`src/rtl/addr_decoder_split_pkg.sv`:
```
// Shared bus definitions: state encoding, default sizing and the clog2 helper
// used by the address decoder, the arbiter and the read/response muxes.
package bus_pkg;

  localparam int DEF_NUM_SLAVES        = 3;
  localparam int DEF_DEVICE_ADDR_WIDTH = 4;

  typedef enum logic [2:0] {
    IDLE    = 3'd0,
    ADDR    = 3'd1,
    CONNECT = 3'd2,
    WAIT    = 3'd3,
    SPLIT   = 3'd4
  } state_t;

  function automatic int clog2(input int n);
    int r;
    r = 0;
    for (int i = 0; i < 31; i++) begin
      if ((1 << i) < n) r = i + 1;
    end
    return r;
  endfunction

endpackage

```
`src/rtl/addr_decoder_split_onehot.sv`:
```
// Enable-gated one-hot slave decoder; a select beyond the last slave yields
// an all-zero vector.
module addr_dec_onehot
  import bus_pkg::*;
#(
  parameter int NUM_SLAVES = DEF_NUM_SLAVES,
  parameter int SEL_WIDTH  = 2
) (
  input  logic [SEL_WIDTH-1:0]  sel,
  input  logic                  en,
  output logic [NUM_SLAVES-1:0] onehot
);

  always_comb begin
    onehot = '0;
    for (int i = 0; i < NUM_SLAVES; i++) begin
      if (en && (sel == SEL_WIDTH'(i))) onehot[i] = 1'b1;
    end
  end

endmodule

```
`src/rtl/addr_decoder_split.sv`:
```
// Split-aware serial address decoder, one per master port.
// Optional feature: define DECODE_ERR_EN to add the decode_err pulse output.
module addr_decoder_split
  import bus_pkg::*;
#(
  parameter int  NUM_SLAVES        = DEF_NUM_SLAVES,
  parameter int  DEVICE_ADDR_WIDTH = DEF_DEVICE_ADDR_WIDTH,
  localparam int SEL_WIDTH         = (clog2(NUM_SLAVES) < 1) ? 1 : clog2(NUM_SLAVES)
) (
  input  logic                  clk,
  input  logic                  rstn,
  input  logic                  mwdata,
  input  logic                  mvalid,
  input  logic                  ssplit,
  input  logic                  split_grant,
  output logic [NUM_SLAVES-1:0] mvalid_s,
  output logic [SEL_WIDTH-1:0]  ssel,
  output logic                  ack,
`ifdef DECODE_ERR_EN
  output logic                  decode_err,
`endif
  output logic                  split_active
);

  localparam int CNT_W = clog2(DEVICE_ADDR_WIDTH);
  localparam logic [DEVICE_ADDR_WIDTH:0] NS_EXT = (DEVICE_ADDR_WIDTH+1)'(NUM_SLAVES);

  state_t                       r_state;
  logic [DEVICE_ADDR_WIDTH-1:0] r_addr;
  logic [CNT_W-1:0]             r_cnt;
  logic [SEL_WIDTH-1:0]         r_ssel;
  logic [SEL_WIDTH-1:0]         r_splitSel;
  logic                         r_slaveEn;

  logic [DEVICE_ADDR_WIDTH-1:0] w_addrNext;
  logic                         w_lastBit;
  logic                         w_nextValid;
  logic                         w_valid;

  // Address as it will look once the bit on mwdata this cycle is stored.
  always_comb begin
    w_addrNext        = r_addr;
    w_addrNext[r_cnt] = mwdata;
  end

  assign w_lastBit   = (r_cnt == CNT_W'(DEVICE_ADDR_WIDTH - 1));
  assign w_nextValid = ({1'b0, w_addrNext} < NS_EXT);
  assign w_valid     = ({1'b0, r_addr} < NS_EXT);

  always_ff @(posedge clk or negedge rstn) begin
    if (!rstn) begin
      r_state    <= IDLE;
      r_addr     <= '0;
      r_cnt      <= '0;
      r_ssel     <= '0;
      r_splitSel <= '0;
      r_slaveEn  <= 1'b0;
    end else begin
      case (r_state)
        IDLE: begin
          r_slaveEn <= 1'b0;
          if (mvalid) begin
            r_addr  <= {{(DEVICE_ADDR_WIDTH-1){1'b0}}, mwdata};
            r_cnt   <= CNT_W'(1);
            r_state <= ADDR;
          end
        end
        ADDR: begin
          if (!mvalid) begin
            r_cnt   <= '0;
            r_state <= IDLE;
          end else begin
            r_addr <= w_addrNext;
            if (w_lastBit) begin
              r_cnt     <= '0;
              r_ssel    <= w_addrNext[SEL_WIDTH-1:0];
              r_slaveEn <= w_nextValid;
              r_state   <= CONNECT;
            end else begin
              r_cnt <= r_cnt + 1'b1;
            end
          end
        end
        CONNECT: begin
          if (!w_valid) begin
            r_slaveEn <= 1'b0;
            r_state   <= IDLE;
          end else if (mvalid) begin
            r_state <= WAIT;
          end
        end
        // A split request outranks the master dropping valid in the same cycle.
        WAIT: begin
          if (ssplit) begin
            r_splitSel <= r_ssel;
            r_slaveEn  <= 1'b0;
            r_state    <= SPLIT;
          end else if (!mvalid) begin
            r_slaveEn <= 1'b0;
            r_state   <= IDLE;
          end
        end
        SPLIT: begin
          if (split_grant) begin
            r_ssel    <= r_splitSel;
            r_slaveEn <= 1'b1;
            r_state   <= CONNECT;
          end
        end
        default: r_state <= IDLE;
      endcase
    end
  end

  assign ssel         = r_ssel;
  assign ack          = (r_state == CONNECT) && w_valid;
  assign split_active = (r_state == SPLIT);
`ifdef DECODE_ERR_EN
  assign decode_err   = (r_state == CONNECT) && !w_valid;
`endif

  addr_dec_onehot #(
    .NUM_SLAVES (NUM_SLAVES),
    .SEL_WIDTH  (SEL_WIDTH)
  ) u_onehot (
    .sel    (r_ssel),
    .en     (mvalid & r_slaveEn),
    .onehot (mvalid_s)
  );

endmodule

```
`config.mk`:
```
export PLATFORM = sky130hd
export DESIGN_NAME = addr_decoder_split
export DESIGN_NICKNAME = d
export VERILOG_FILES = /design/src/rtl/addr_decoder_split_pkg.sv /design/src/rtl/addr_decoder_split_onehot.sv /design/src/rtl/addr_decoder_split.sv
export SDC_FILE = /design/constraint.sdc
export NUM_CORES = 1
export LEC_CHECK = 0
export ABC_AREA = 1
export CORE_MARGIN = 3
export CORE_UTILIZATION = 45
export CTS_CLUSTER_DIAMETER = 200
export CTS_CLUSTER_SIZE = 8
export DETAILED_ROUTE_END_ITERATION = 8
export GPL_TIMING_DRIVEN = 0
export PLACE_DENSITY = 0.67
export SETUP_SLACK_MARGIN = 0.15
export SYNTH_ARGS = -nofsm -noshare
export SYNTH_HDL_FRONTEND = slang
export SYNTH_HIERARCHICAL = 1
export SYNTH_SLANG_ARGS = --single-unit
```
`constraint.sdc`:
```
create_clock -name clk -period 2.4 [get_ports clk]
set_input_delay 0.36 -clock clk [delete_from_list [all_inputs] [get_ports clk]]
set_output_delay 0.36 -clock clk [all_outputs]
set_load 0.1 [all_outputs]
```
==> summary.md <==
| Metric | Value |
|---|---|
| DRT antenna net count | 0 |
| Number of global-route vias before repair | just under 800 |
| DR WL/cell | 10.61 µm |
| Placed cell areas | 1087 µm² |
| Die ar. | ~2600 µm² |
| Max Clock Freq | about 460 MHz |
| Root Driver | clkbuf_4 |
| H-tree depth | 1 |
| Final Cycle Share | 0.9041 |
| Initial antenna violation count | 0 |
| Cell area after synthesis | 928.4 µm² |
| Starting DRT DRC Count | 32 |
| Yosys top cell area share | 0.3774 |
| Gpl congestion | 0.8221 |
| Die H | 51.42 µm |
| Synthesis-to-layout area growth | 19.81% |
| DP Wirelength | 1513 µm |
| Slowest stage delay, CP | ~0.48 ns |
| Finish-stage setup viols | 0 |
| Detailed Routing Iterations Pass 1 | 4 |
| First-pass GRT wire length | approximately 3300 µm |
| Seq cells post-synth | 14 |
| Syn Inst Count | 136 |
| Outcome | finished clean |
| Measured slew at the worst slew-check pin | 0.9662 ns |
| Worst path slowest cell | clkdlybuf4s50_1 |
| Overflow after GRT | 0 |
| Mapped Avg Cell Area | 6.826 µm² |
| Clk buf depth | 2 |
| Num CTS Buffers | 3 |
| Clock Sinks | 14 |
| Largest net degree at the start of global routing | 15 |
| RSZ-0062 raised after global routing | true |
| Clock Latency Late Sink | 0.27 ns |
| CTS tree | done |
| GRT Total Usage | 0.1632 |
| Critical Path AT | 1.81 ns |
| Crit end category | primary output |
| Starting density of the core | 0.5048 |
| Core area | 1839 µm² |
| Clock slew at reported path FFs | 0.09 ns |
| Cell family with the largest share of critical-path delay | buffers and inverters |
| Minimum clock period | approximately 2.2 ns |
| YS warnings | 6 |
| N_diodes | 0 |
| Skew final | 0.001545 ns |
| Rel. slew slack | 0.3584 |
| Hold Fails Final Rpt | 0 |
| Syn Nets | roughly 150 |
| Max-slew violation count | 0 |
| IO Pins | 13 |
| Maximum fanout along the worst path | 10 |
| Share of post-route cells with drive strength above 1 | 0.1447 |
| Design Power | 1425 µW |
| Final setup TNS | 0 ns |
| VDD IR max | 0.0006926 V |
| Hold Path Class | primary input to async pin |
| Cells after DPL | 173 |
| Crit Path Category | primary input to primary output |
| Row Count | 15 |
| Drt drc | 0 |
| Register area share after synthesis | 0.3774 |
| Worst endpoint required time | about 2.0 ns |
| Reg-to-reg slack, setup | 0.94 ns |
| Number of I/O port buffers | 12 |
| Leakage | 0.0006004 µW |
| Design area | 1112 µm² |
| Routed vias | 853 |
| Startpoint types | primary input |
| DIE WIDTH | 51.42 µm |
| WP buf/inv | 4 |
| Nets@finish | around 160 |
| Non-filler cells, final | 177 |
| Max_cap viols | 0 |
| Power per cell area | 1282 nW/µm² |
| Synth area leader | dfrtp_1 |
| Area contributors post-synth | dfrtp_1, nand2_1, inv_1 |
| Crit-path cells | clkdlybuf4s50_1, buf_2, nand2_1, inv_1, nand2_1, nor2_2, buf_2 |
| Drt total wl | 1878 µm |
| Number of different library cells in the post-synthesis netlist | 16 |
| Via-per-instance ratio | 4.819 |
==> repair_timing <==
item	CTS	global route
cloned	0	0
resized for setup	21	5
setup endpoints to repair	7	4
buffers inserted	0	0
hold buffers	0	0
==> flip-flops by register name (all words and copies together), names as in the netlist <==
signal and count:
r_splitSel 2, r_cnt 2, r_slaveEn 1, ssel 2, r_addr 4, r_state 3
==> logic make-up (layout without fill, tap and decap cells) <==
group / Yosys count / after routing / synth area share
AOI/OAI and AO/OA: 20 / 20 / 0.1132
and+or+nand+nor: 74 / 74 / 0.3545
adders and majority gates: 4 / 4 / 0.05391
buffers and inverters: 24 / 40 / 0.1011
DFF: 14 / 14 / 0.3774
==> layout by cell type (no fill, tap or decap), types with 4 or more instances in the layout <==
master,instances
clkdlybuf4s50_1,5
nand2_2,6
o21ai_0,8
nor2_1,12
o21ai_1,6
ha_1,4
inv_1,22
dfrtp_1,14
nand3_1,12
clkbuf_4,5
nand2_1,39
==> metrics by stage <==
step / util / hold WS [ns] / worst slack (ns)
after global placement: 0.5912 / 0.4679 / -0.4693
after detailed placement: 0.5912 / 0.4731 / -0.4768
after floorplan: - / 0.06441 / 0.08615
after global routing: 0.6048 / 0.5033 / 0.1324
after CTS: 0.6061 / 0.4902 / 0.09141
final: 0.6048 / 0.4811 / 0.2302
==> worst reg2reg max path: stages, from the launching register on <==
cell,delay [ns]
dfrtp_1,0.39
inv_1,0.10
ha_1,0.21
o21ai_0,0.30
nand2_1,0.10
nand3_1,0.10
nand2_1,0.05
nand2_1,0.06
nand2_1,0.05
==> Yosys cell counts <==
cell and n:
nor2_1 15, nand3_4 1, o21ai_1 6, nand2_2 6, dfrtp_1 14, nand3_1 12, inv_1 22, nor2_4 1
inv_4 1, o21ai_0 8, nand2_1 39, a31oi_1 2, o211ai_1 1, buf_2 1, ha_1 4, a21oi_1 3
==> worst paths after layout <==
check                      depth (start not counted)       endpoint      start
max in group asynchronous                          1  r_splitSel[0]       rstn
min in group clk                                   2      r_slaveEn  r_slaveEn
max                                                7    mvalid_s[1]     mvalid
min                                                1     r_state[0]       rstn
max reg2reg                                        8      r_slaveEn   r_cnt[0]
min reg2reg                                        2      r_slaveEn  r_slaveEn
==> power breakdown <==
part / switching (µW) / internal (µW)
logic: 598 / 240
registers: 86.2 / 332
clock network: 76.9 / 92.2
total: 761 / 664
==> routing by layer <==
layer,vias up,part of all wire,global-route usage
li1,457,-,-
met1,380,0.52,0.2236
met2,14,0.44,0.2606
met3,2,0.035,0.03499
met4,0,0.0053,0.03930
met5,-,0,0
==> layout make-up <==
cell class | count | area (µm²)
Multi-Input combinational cell | 98 | 491.7
Tap cell | 25 | 31.28
Buffer | 1 | 5.005
Timing Repair Buffer | 12 | 108.9
Sequential cell | 14 | 350.3
Clock buffer | 4 | 36.28
Fill cell | 190 | 726.9
Inverter | 23 | 88.84
Note: power is estimated with default switching activity, not from simulation.
